==> config.mk <==
export PLATFORM = sky130hd
export DESIGN_NAME = checker_trace_arbiter
export DESIGN_NICKNAME = d
export VERILOG_FILES = /design/src/rtl/checker_trace_arbiter.sv
export SDC_FILE = /design/constraint.sdc
export NUM_CORES = 1
export LEC_CHECK = 0
export ABC_AREA = 0
export CORE_UTILIZATION = 50
export CTS_CLUSTER_DIAMETER = 100
export DETAILED_ROUTE_END_ITERATION = 8
export PLACE_DENSITY = 0.82
export SLEW_MARGIN = 20
export SYNTH_ARGS = -nofsm -noshare
export SYNTH_HDL_FRONTEND = slang
export SYNTH_SLANG_ARGS = --single-unit
==> constraint.sdc <==
create_clock -name clk -period 8.1 [get_ports clk]
set_input_delay 1.62 -clock clk [delete_from_list [all_inputs] [get_ports clk]]
set_output_delay 1.62 -clock clk [all_outputs]
set_load 0.02 [all_outputs]
==> src/rtl/checker_trace_arbiter.sv <==
// checker_trace_arbiter
// Round-robin arbiter between the GRF and MEM trace producers. It latches one
// record per grant and streams it to the trace checker as ASCII, one character
// per cycle:
//   GRF: "^TTTT@PPPPPPPP: $RRR <= DDDDDDDD#"         (33 characters)
//   MEM: "^TTTT@PPPPPPPP: *AAAAAAAA <= DDDDDDDD#"     (38 characters)
// A single position counter (0..37) walks the record. The FSM state names the
// field that is currently being emitted.
module checker_trace_arbiter #(
  parameter logic [7:0] IDLE_CHAR  = 8'h00,
  parameter logic       FIRST_PRIO = 1'b0
) (
  input  logic        clk,
  input  logic        reset,
  input  logic        grf_valid,
  output logic        grf_ready,
  input  logic [15:0] grf_time,
  input  logic [31:0] grf_pc,
  input  logic [6:0]  grf_reg,
  input  logic [31:0] grf_data,
  input  logic        mem_valid,
  output logic        mem_ready,
  input  logic [15:0] mem_time,
  input  logic [31:0] mem_pc,
  input  logic [31:0] mem_addr,
  input  logic [31:0] mem_data,
  output logic [7:0]  char,
  output logic        char_valid,
  output logic        busy
);

  typedef enum logic [2:0] {
    S_IDLE, S_HDR, S_PC, S_SEP, S_DST, S_ASG, S_DAT, S_END
  } state_t;

  // Character positions that are common to both record kinds.
  localparam logic [5:0] P_HDR_LAST = 6'd4;
  localparam logic [5:0] P_PC       = 6'd5;
  localparam logic [5:0] P_PC_LAST  = 6'd13;
  localparam logic [5:0] P_SEP      = 6'd14;
  localparam logic [5:0] P_SEP_LAST = 6'd16;
  localparam logic [5:0] P_DST      = 6'd17;

  state_t      state_q, state_d;
  logic [5:0]  pos_q, pos_d;
  logic        ptr_q, ptr_d;     // 0: GRF wins a tie, 1: MEM wins a tie
  logic        sel_q, sel_d;     // kind of latched record, 0: GRF, 1: MEM

  logic [15:0] time_q;
  logic [31:0] pc_q;
  logic [31:0] dst_q;            // register number (GRF) or address (MEM)
  logic [31:0] data_q;

  logic        take_ok;
  logic        grant;
  logic [5:0]  dst_last, asg_base, asg_last, dat_base, dat_last;

  // Lowercase hex digit.
  function automatic logic [7:0] hex_char(input logic [3:0] n);
    return (n < 4'd10) ? (8'h30 + {4'h0, n}) : (8'h57 + {4'h0, n});
  endfunction

  // Nibble i of a 32-bit word, counting from the most significant nibble.
  function automatic logic [3:0] nib32(input logic [31:0] v, input logic [2:0] i);
    return 4'(v >> (5'd28 - {i, 2'b00}));
  endfunction

  // BCD digit i of the time field, most significant digit first.
  function automatic logic [3:0] bcd16(input logic [15:0] t, input logic [1:0] i);
    return 4'(t >> (4'd12 - {i, 2'b00}));
  endfunction

  // Decimal digit of a register number: 0 = hundreds, 1 = tens, 2 = units.
  function automatic logic [3:0] dec_digit(input logic [6:0] r, input logic [1:0] i);
    logic [3:0] d;
    case (i)
      2'd0:    d = 4'(r / 7'd100);
      2'd1:    d = 4'((r % 7'd100) / 7'd10);
      default: d = 4'(r % 7'd10);
    endcase
    return d;
  endfunction

  // The field boundaries after the separator depend on the record kind.
  assign dst_last = sel_q ? 6'd24 : 6'd19;
  assign asg_base = sel_q ? 6'd25 : 6'd20;
  assign asg_last = sel_q ? 6'd28 : 6'd23;
  assign dat_base = sel_q ? 6'd29 : 6'd24;
  assign dat_last = sel_q ? 6'd36 : 6'd31;

  // A grant is taken only when idle or while the closing '#' is on the wire.
  // Reset is included so that no ready is shown while reset is held.
  assign take_ok   = reset && ((state_q == S_IDLE) || (state_q == S_END));
  assign grf_ready = take_ok && grf_valid && (!mem_valid || !ptr_q);
  assign mem_ready = take_ok && mem_valid && (!grf_valid ||  ptr_q);
  assign grant     = grf_ready || mem_ready;

  // Control state: FSM, position counter, round-robin pointer, record kind.
  always_ff @(posedge clk or negedge reset) begin
    if (!reset) begin
      state_q <= S_IDLE;
      pos_q   <= 6'd0;
      ptr_q   <= FIRST_PRIO;
      sel_q   <= 1'b0;
    end else begin
      state_q <= state_d;
      pos_q   <= pos_d;
      ptr_q   <= ptr_d;
      sel_q   <= sel_d;
    end
  end

  // Record fields are captured from the granted producer on the grant edge.
  always_ff @(posedge clk) begin
    if (grf_ready) begin
      time_q <= grf_time;
      pc_q   <= grf_pc;
      dst_q  <= {25'd0, grf_reg};
      data_q <= grf_data;
    end else if (mem_ready) begin
      time_q <= mem_time;
      pc_q   <= mem_pc;
      dst_q  <= mem_addr;
      data_q <= mem_data;
    end
  end

  // Next state: step through the fields, and chain directly into a new record
  // from END when a grant is taken there.
  always_comb begin
    state_d = state_q;
    pos_d   = pos_q + 6'd1;
    ptr_d   = ptr_q;
    sel_d   = sel_q;
    if (grf_ready) begin
      ptr_d = 1'b1;
      sel_d = 1'b0;
    end else if (mem_ready) begin
      ptr_d = 1'b0;
      sel_d = 1'b1;
    end
    case (state_q)
      S_IDLE: begin
        pos_d = 6'd0;
        if (grant) state_d = S_HDR;
      end
      S_HDR: if (pos_q == P_HDR_LAST) state_d = S_PC;
      S_PC:  if (pos_q == P_PC_LAST)  state_d = S_SEP;
      S_SEP: if (pos_q == P_SEP_LAST) state_d = S_DST;
      S_DST: if (pos_q == dst_last)   state_d = S_ASG;
      S_ASG: if (pos_q == asg_last)   state_d = S_DAT;
      S_DAT: if (pos_q == dat_last)   state_d = S_END;
      S_END: begin
        pos_d   = 6'd0;
        state_d = grant ? S_HDR : S_IDLE;
      end
      default: begin
        pos_d   = 6'd0;
        state_d = S_IDLE;
      end
    endcase
  end

  // Output: the character for the current position of the latched record.
  always_comb begin
    char       = IDLE_CHAR;
    char_valid = 1'b1;
    busy       = 1'b1;
    case (state_q)
      S_HDR: begin
        if (pos_q == 6'd0) char = 8'h5e;  // '^'
        else char = 8'h30 + {4'h0, bcd16(time_q, 2'(pos_q - 6'd1))};
      end
      S_PC: begin
        if (pos_q == P_PC) char = 8'h40;  // '@'
        else char = hex_char(nib32(pc_q, 3'(pos_q - 6'd6)));
      end
      S_SEP: begin
        if (pos_q == P_SEP)           char = 8'h3a;  // ':'
        else if (pos_q == 6'd15)      char = 8'h20;  // ' '
        else                          char = sel_q ? 8'h2a : 8'h24;  // '*' / '$'
      end
      S_DST: begin
        if (sel_q) char = hex_char(nib32(dst_q, 3'(pos_q - P_DST)));
        else       char = 8'h30 + {4'h0, dec_digit(dst_q[6:0], 2'(pos_q - P_DST))};
      end
      S_ASG: begin
        case (2'(pos_q - asg_base))
          2'd1:    char = 8'h3c;  // '<'
          2'd2:    char = 8'h3d;  // '='
          default: char = 8'h20;  // ' '
        endcase
      end
      S_DAT: char = hex_char(nib32(data_q, 3'(pos_q - dat_base)));
      S_END: char = 8'h23;  // '#'
      default: begin
        char       = IDLE_CHAR;
        char_valid = 1'b0;
        busy       = 1'b0;
      end
    endcase
  end

endmodule
* Word-level counts from Yosys, hierarchy flattened
Index checks and enable logic that the tools add are counted.
** Word-level totals
- Bits in registers :: 123
- Input bits :: 203
- Output and inout port bits :: 12
** Operators by class
- Add/sub/neg operators :: 18
- Divide/modulo/power cells :: 4
- $lt $le $gt $ge :: 3
- Equal/unequal tests :: 26
- Shift-type cells :: 4
- Mux-type cells :: 42
- Reduce and logical (&&, ||, !) cells :: 19
** Operators with widths (number)
- $mux 32 :: 4
- $shr 32x5->4 :: 3
- $pmux 8 s7 :: 1
- $mux 8 :: 5
- $add 6x4->7 const A :: 5
- $mux 16 :: 2
- $add 7x4->8 const A :: 3
- $mux 3 :: 8
- $mux 4 :: 6
- $pmux 3 s8 :: 1
- $mux 7 :: 3
- $eq 6x4->1 const B :: 3
- $shr 16x4->4 :: 1
- $sub 5x5->5 const A :: 3
- $ne 2x2->1 const B :: 7
- $eq 3x3->1 const B :: 4
- $eq 6x3->1 const B :: 2
- $eq 6x5->1 :: 2
- $lt 4x4->1 const B :: 3
- $mux 6 :: 2
- $pmux 5 s2 :: 1
- $pmux 4 s2 :: 1
- $div 7x4->7 const B :: 1
- $div 7x7->7 const B :: 1
- 27 further kinds :: 44

* Logic depth before layout (Yosys ltp)
Gate-level depths: netlist (run 1).
- Depth after elaboration :: 8
- Depth in mapped cells :: 13
- Depth with buffers taken out :: 12

* Worst setup path after synthesis (run 1)
OpenSTA, ideal clock, no wires.
- Path kind :: register to output
- From :: register pos_q[0]
- To :: output char[2]
- Data arrival time :: 3231 ps
- Slack :: 3249 ps
- Cell stages (with the launch flop) :: 12
- Path buffers :: 2
- Cell sequence :: dfrtp_1 buf_2 inv_1 ha_1 clkbuf_1 mux4_2 mux2i_1 ha_1 inv_1 or4b_1 a31oi_1 a211o_1
** Between the ends
- Word-level cells in the longest chain between the ends :: 8
** Ends and longest elaborated chain
- from (decl) :: line 45 : logic [5:0] pos_q, pos_d;
- from (signal assigned) :: line 107 : pos_q <= pos_d;
- branches (longest 7 deep; another with $add 7x4->8)
- $pmux 8 s7 (*) :: line 169 : case (state_q)
- to (decl) :: line 27 : output logic [7:0] char,
Every way passes the cells marked *. The select of a mux whose other input is x is not followed.

* Worst setup path after layout (run 1)
- From :: register pos_q[0]
- To :: output char[0]
The elaborated chain is that of the path after synthesis.

==> results of run 1 <==
-- layout make-up --
type / instances / area, um^2 / area share [%]
clock buffers: 17 / 425 / 3.91
clock inverters: 15 / 140 / 1.29
inverters: 14 / 52.6 / 0.483
multi-input cells: 726 / 4410 / 40.6
flip-flops and latches: 123 / 3390 / 31.2
well taps: 216 / 270 / 2.49
repair buffers: 219 / 2180 / 20.1
-- worst max-delay path by stage --
stage          depth (start not counted)     start       to  slack (ns)
2_1_floorplan                         11  pos_q[0]  char[2]        3.25
3_3_place_gp                          12  pos_q[0]  char[0]        2.10
3_5_place_dp                          12  pos_q[0]  char[0]        2.00
4_1_cts                               12  pos_q[0]  char[0]        1.55
5_1_grt                               12  pos_q[0]  char[0]        1.25
6_report                              12  pos_q[0]  char[0]        1.58
-- stage by stage --
step	hold WS, ns	instances	total power (W)	util [%]
final	0.458	1330	0.00376	68.4
after global routing	0.480	1330	0.00400	68.4
after CTS	0.461	1330	0.00374	68.3
after detailed placement	0.454	1298	0.00300	64.8
after global placement	0.443	1298	0.00296	64.8
after floorplan	0.433	928	0.00248	-
-- where the power goes --
group	total, W	switching (W)	internal (W)
Clock	0.000728	0.000301	0.000428
Sequential	0.00106	0.000163	0.000893
Combinational	0.00197	0.00112	0.000857
-- registers in the layout, indices dropped and copies added, names as in the netlist --
signal / flops
data_q: 32
dst_q: 32
pc_q: 32
time_q: 16
pos_q: 6
state_q: 3
ptr_q: 1
sel_q: 1
-- synth_stat cells, types with 6 or more instances --
cell | count | area, um^2
mux4_2 | 22 | 495
ha_1 | 17 | 213
dfrtp_1 | 11 | 275
clkbuf_1 | 37 | 139
xor2_1 | 9 | 78.8
a21oi_1 | 18 | 90.1
o22ai_1 | 10 | 62.6
or3_1 | 13 | 81.3
a31oi_1 | 13 | 81.3
o21bai_1 | 6 | 45.0
nor2_1 | 36 | 135
a21boi_0 | 7 | 52.6
nand2_1 | 336 | 1260
nor3_1 | 11 | 55.1
nand3_1 | 12 | 60.1
a211oi_1 | 7 | 52.6
nor2b_1 | 10 | 62.6
mux2i_1 | 17 | 170
edfxtp_1 | 87 | 2610
o21a_1 | 6 | 45.0
buf_2 | 14 | 70.1
o31ai_1 | 7 | 52.6
dfxtp_1 | 25 | 500
buf_1 | 7 | 26.3
o21ai_0 | 41 | 205
a21o_1 | 6 | 45.0
o211ai_1 | 8 | 60.1
nand2b_1 | 16 | 100
inv_1 | 13 | 48.8
-- kinds of logic after synthesis --
family | after synthesis | share of synthesized area, %
other | 1 | 0.0461
buffers and inverters | 79 | 4.37
xor gates and xnor gates | 15 | 1.89
DFF | 123 | 41.7
AOI/OAI and AO/OA | 177 | 15.0
adders and majority gates | 17 | 2.62
muxes | 43 | 8.81
and+or+nand+nor | 473 | 25.6
-- worst min-delay path, delay by kind of cell (launching register included) --
family             cells  cell delay, ns
DFF                    1            0.31
and+or+nand+nor        1            0.05
AOI/OAI and AO/OA      1            0.06
-- layer usage --
| layer | wire length, um | GRT usage, % |
|---|---|---|
| met2 | 10500 | 44.7 |
| met5 | 0 | 0 |
| met1 | 9020 | 34.4 |
| met3 | 1540 | 4.95 |
| met4 | 408 | 8.62 |
==> metrics.yaml, run 1 <==
antenna_found_initial: 0
worstMarginPinSlew_ns: 0.963
synthArstFlopShare_pct: 8.94
wl_per_cell_um: 16.1
area_growth_pct: 33.7
syn_avg_cell_area_um2: 8.76
die_area_mm2: 0.0168
max_freq_mhz: 153
powerDensity_mw_per_mm2: 346
final_nets: 1321
grt_max_degree: 113
relSlewSlack_pct: 35.8
htreeDepth: 4
hold_violations: 0
dp_hpwl_mm: 15.3
vias_per_cell: 5.59
finalClockSkew_ns: 0.00698
critical_path_class: "reg -> out"
numCtsBuffers: 17
post_cts_resized: 0
gr-total-overflow: 0
drtAntennaViolNets: 0
syn_nets: 1148
reg2reg_depth: 7
slowest_delay_ns: 0.72
fin_crit_sh_pct: 80.5
outcome: "complete, no violations"
yosysSeqAreaShare_pct: 41.7
min_path_cells: 2
drv_cap: 0
place_ws_ns: 2.00
cts_buffer_depth: 2
cp_top_family: "buffers and inverters"
hp-start: "dst_q[24]"
p_leak_nw: 4.30
ys_ff_latch: 123
tritoncts: "built"
yosys_most_used_dff: "edfxtp_1"
grt_pass1_wl_mm: 34.3
ir_drop_uv: 252
fill_cells: 1264
rsz0062_at_grt: "no"
initial_core_util_pct: 51.2
synthCells: 928
die_x_um: 129
drive_gt1_share_pct: 7.27
core.rowCount: 46
cp_max_fo: 20
final_common_cell: "nand2_1"
routed_wl_mm: 21.5
grt_pass1_vias: 7044
insertion_delay_ns: 0.42
drc: 0
num_vias: 7439
setup_tns_ns: 0
final_max_slew_viol_count: 0
diodes: 0
worstHoldPathType: "reg -> reg"
crit_arrival_ns: 4.90
path_buf_inv: 3
crit_chain: "buf_4 > inv_1 > ha_1 > ha_1 > xor2_1 > mux2_1 > a32o_1 > or4_1 > a21oi_2 > xor2_1 > o211ai_1 > clkdlybuf4s50_1"
crit_slowest_cell: "xor2_1"
post_cts_buffers: 0
dr.pass1.iters: 5
clock-root-buffer: "clkbuf_16"
core_mm2: 0.0159
yosysWarnings: 0
die_y_um: 129
synth_edf_count: 87
required_ns: 6.48
io_buffers: 213
r2r-start: "state_q[0]"
period_minus_slack_ns: 6.52
syn-cell-area_mm2: 0.00813
start_kind: "flip-flop"
final.setup.worst_slack_ns: 1.58
final-setup-viol-count: 0
gp_congestion: 0.908
dpl_cell_area_mm2: 0.0103
ctsHoldBuffers: 0
netlist-cell-type-count: 83
clkSinkCount: 123
min_to: "dst_q[24]"
reg2reg_slack_ns: 5.05
fin_area_mm2: 0.0109
clk_pin_slew_ns: 0.06
grt_usage_pct: 26.5
io_pins: 215
drtIter0Drc: 651
final_cell_mix: "335 x nand2_1, 213 x clkdlybuf4s50_1, 87 x edfxtp_1"
worstSetupEndpointType: "output port"
worstReg2RegEnd: "state_q[0]"
(Power assumes the default switching activity.)
==> run 2, diff against run 1 <==
--- a/config.mk
+++ b/config.mk
@@ -6,10 +6,10 @@
 export NUM_CORES = 1
 export LEC_CHECK = 0
 export ABC_AREA = 0
-export CORE_UTILIZATION = 50
+export CORE_UTILIZATION = 45
 export CTS_CLUSTER_DIAMETER = 100
 export DETAILED_ROUTE_END_ITERATION = 8
-export PLACE_DENSITY = 0.82
+export PLACE_DENSITY = 0.78
 export SLEW_MARGIN = 20
 export SYNTH_ARGS = -nofsm -noshare
 export SYNTH_HDL_FRONTEND = slang
==> constraint.sdc (replaced) <==
create_clock -name clk -period 5.97 [get_ports clk]
set_input_delay 1.194 -clock clk [delete_from_list [all_inputs] [get_ports clk]]
set_output_delay 1.194 -clock clk [all_outputs]
set_load 0.02 [all_outputs]
==> metrics.yaml, run 2 (synthesis results as in run 1) <==
outcome: "complete, no violations"
cts_buffer_depth: 2  # unchanged
die_y_um: 136  # +5.3%
relSlewSlack_pct: 39.8  # +4.0 points
cp_max_fo: 20  # unchanged
use_met3_pct: 5.03  # +0.079 points
grt_busiest_layer: "met2"
required_ns: 4.78  # -1.70 ns
post_cts_resized: 0  # unchanged
start_kind: "flip-flop"
drtIter0Drc: 645  # -0.92%
fin_crit_sh_pct: 96.6
crit_chain: "ha_1 > ha_1 > xnor2_2 > o22ai_1 > a22oi_1 > nand4b_1 > ha_1 > o21ai_0 > a21oi_1 > or3_1 > clkdlybuf4s50_1"
die_area_mm2: 0.0186  # +11%
drc: 0  # unchanged
clkSinkCount: 123  # unchanged
gp_congestion: 0.914  # +0.65%
insertion_delay_ns: 0.42  # about the same
ctsHoldBuffers: 0  # unchanged
crit_arrival_ns: 4.58  # -0.32 ns
finalClockSkew_ns: 0.00879  # +0.00181 ns
max_freq_mhz: 173
htreeDepth: 4  # unchanged
place_ws_ns: 0.755  # -1.25 ns
grt_usage_pct: 24.3  # -2.2 points
rsz0062_at_grt: "no"
dr.pass1.iters: 8  # +3
p_sw_w: 0.00215  # +36%
die_x_um: 136  # +5.3%
post_cts_buffers: 0  # unchanged
gr-total-overflow: 0  # unchanged
io_buffers: 213  # unchanged
slowest_delay_ns: 0.64  # -0.08 ns
final_max_slew_viol_count: 0  # unchanged
clockPowerShare_pct: 20.9  # +1.5 points
cpMostUsedCell: "ha_1"
period_minus_slack_ns: 5.77
final_common_cell: "nand2_1"
dp_hpwl_mm: 15.9  # +3.8%
final_nets: 1327  # +0.45%
reg2reg_depth: 7  # unchanged
worstHoldPathType: "reg -> reg"
vias_per_cell: 5.46  # -2.4%
switching_share_pct: 41.2  # -0.89 points
met2_usage_pct: 39.4  # -5.3 points
worstSetupEndpointType: "output port"
worstMarginPinSlew_ns: 0.903  # -0.0600 ns
io_pins: 215  # unchanged
wl_per_cell_um: 16.2  # +0.64%
cp.depth: 11  # -1
p_leak_nw: 4.36  # +1.4%
area_growth_pct: 35.1
crit_slowest_cell: "dfrtp_1"
final.setup.worst_slack_ns: 0.200  # -1.38 ns
ir_drop_uv: 321  # +27%
clk_pin_slew_ns: 0.06  # about the same
critical_path_class: "reg -> out"
antenna_found_initial: 0  # unchanged
core.rowCount: 48  # +4.3%
use_met1_pct: 32.3  # -2.1 points
routed_wl_mm: 21.8  # +1.8%
reg2reg_slack_ns: 2.77  # -2.28 ns
grt_pass1_wl_mm: 34.6  # +0.76%
fill_cells: 1426  # +13%
seqPwrFrac_pct: 26.8  # -1.3 points
numCtsBuffers: 17  # unchanged
grt_max_degree: 114  # +0.88%
register_area_mm2: 0.00339  # unchanged
crit_end: "char[4]"
r2r-start: "state_q[0]"
grt_pass1_vias: 6768  # -3.9%
core_mm2: 0.0175  # +10%
final_cell_mix: "335 x nand2_1, 213 x clkdlybuf4s50_1, 87 x edfxtp_1"
p_int_w: 0.00307  # +41%
diodes: 0  # unchanged
reg.largest.list: "data_q x32, dst_q x32, pc_q x32"
initial_core_util_pct: 46.5  # -4.7 points
tritoncts: "built"
pwr-share-comb_pct: 52.3  # -0.2 points
num_vias: 7343  # -1.3%
worstReg2RegEnd: "state_q[0]"
powerDensity_mw_per_mm2: 475  # +37%
cp_top_family: "adder cells"
path_buf_inv: 1  # -2
drv_cap: 0  # unchanged
multiInputGateArea_mm2: 0.00441  # unchanged
fin_util_pct: 62.8  # -5.6 points
final-setup-viol-count: 0  # unchanged
setup_tns_ns: 0  # unchanged
crit_start: "sel_q"
drive_gt1_share_pct: 7.95  # +0.68 points
hold_violations: 0  # unchanged
clock-root-buffer: "clkbuf_16"
drtAntennaViolNets: 0  # unchanged
run 2: final cells by class:
type | instances | area share (%)
Timing Repair Buffer | 225 | 20.3
Clock buffer | 17 | 3.87
Inverter | 14 | 0.478
Sequential cell | 123 | 30.8
Clock inverter | 15 | 1.80
Tap cell | 225 | 2.56
Multi-Input combinational cell | 726 | 40.2
run 2: layer usage:
layer / wire length, um / up-vias
met5: 0 / -
met4: 448 / 0
met3: 1350 / 38
met2: 10600 / 269
met1: 9470 / 3381
li1: - / 3655
run 2: tightest hold or removal path: cells and delay by family, from the launching register on:
kind	cells	cell delay (ns)
flip-flops	1	0.31
AO/OA/AOI/OAI	1	0.06
AND/OR/NAND/NOR	1	0.05
run 2: metrics by stage:
stage,std cells,power (W),hold WS [ns],area (um^2)
4_1_cts,1345,0.00521,0.458,11000
2_1_floorplan,928,0.00336,0.433,8130
6_report,1345,0.00521,0.457,11000
5_1_grt,1345,0.00555,0.477,11000
3_5_place_dp,1313,0.00410,0.450,10300
3_3_place_gp,1313,0.00405,0.442,10300
run 2: power groups by stage:
stage	clock, W	sequential (W)	combinational [W]
global route	0.00114	0.00142	0.00299
finish	0.00109	0.00139	0.00273
global placement	0	0.00140	0.00265
CTS	0.00110	0.00139	0.00271
detailed placement	0	0.00141	0.00270
floorplan	0	0.00131	0.00206
run 2: worst min-delay path by stage:
stage	from	endpoint	slack [ns]	cells after the start
global route	dst_q[8]	dst_q[8]	0.48	2
finish	dst_q[8]	dst_q[8]	0.46	2
detailed placement	dst_q[8]	dst_q[8]	0.45	2
global placement	dst_q[27]	dst_q[27]	0.44	2
CTS	dst_q[8]	dst_q[8]	0.46	2
floorplan	dst_q[10]	dst_q[10]	0.43	2
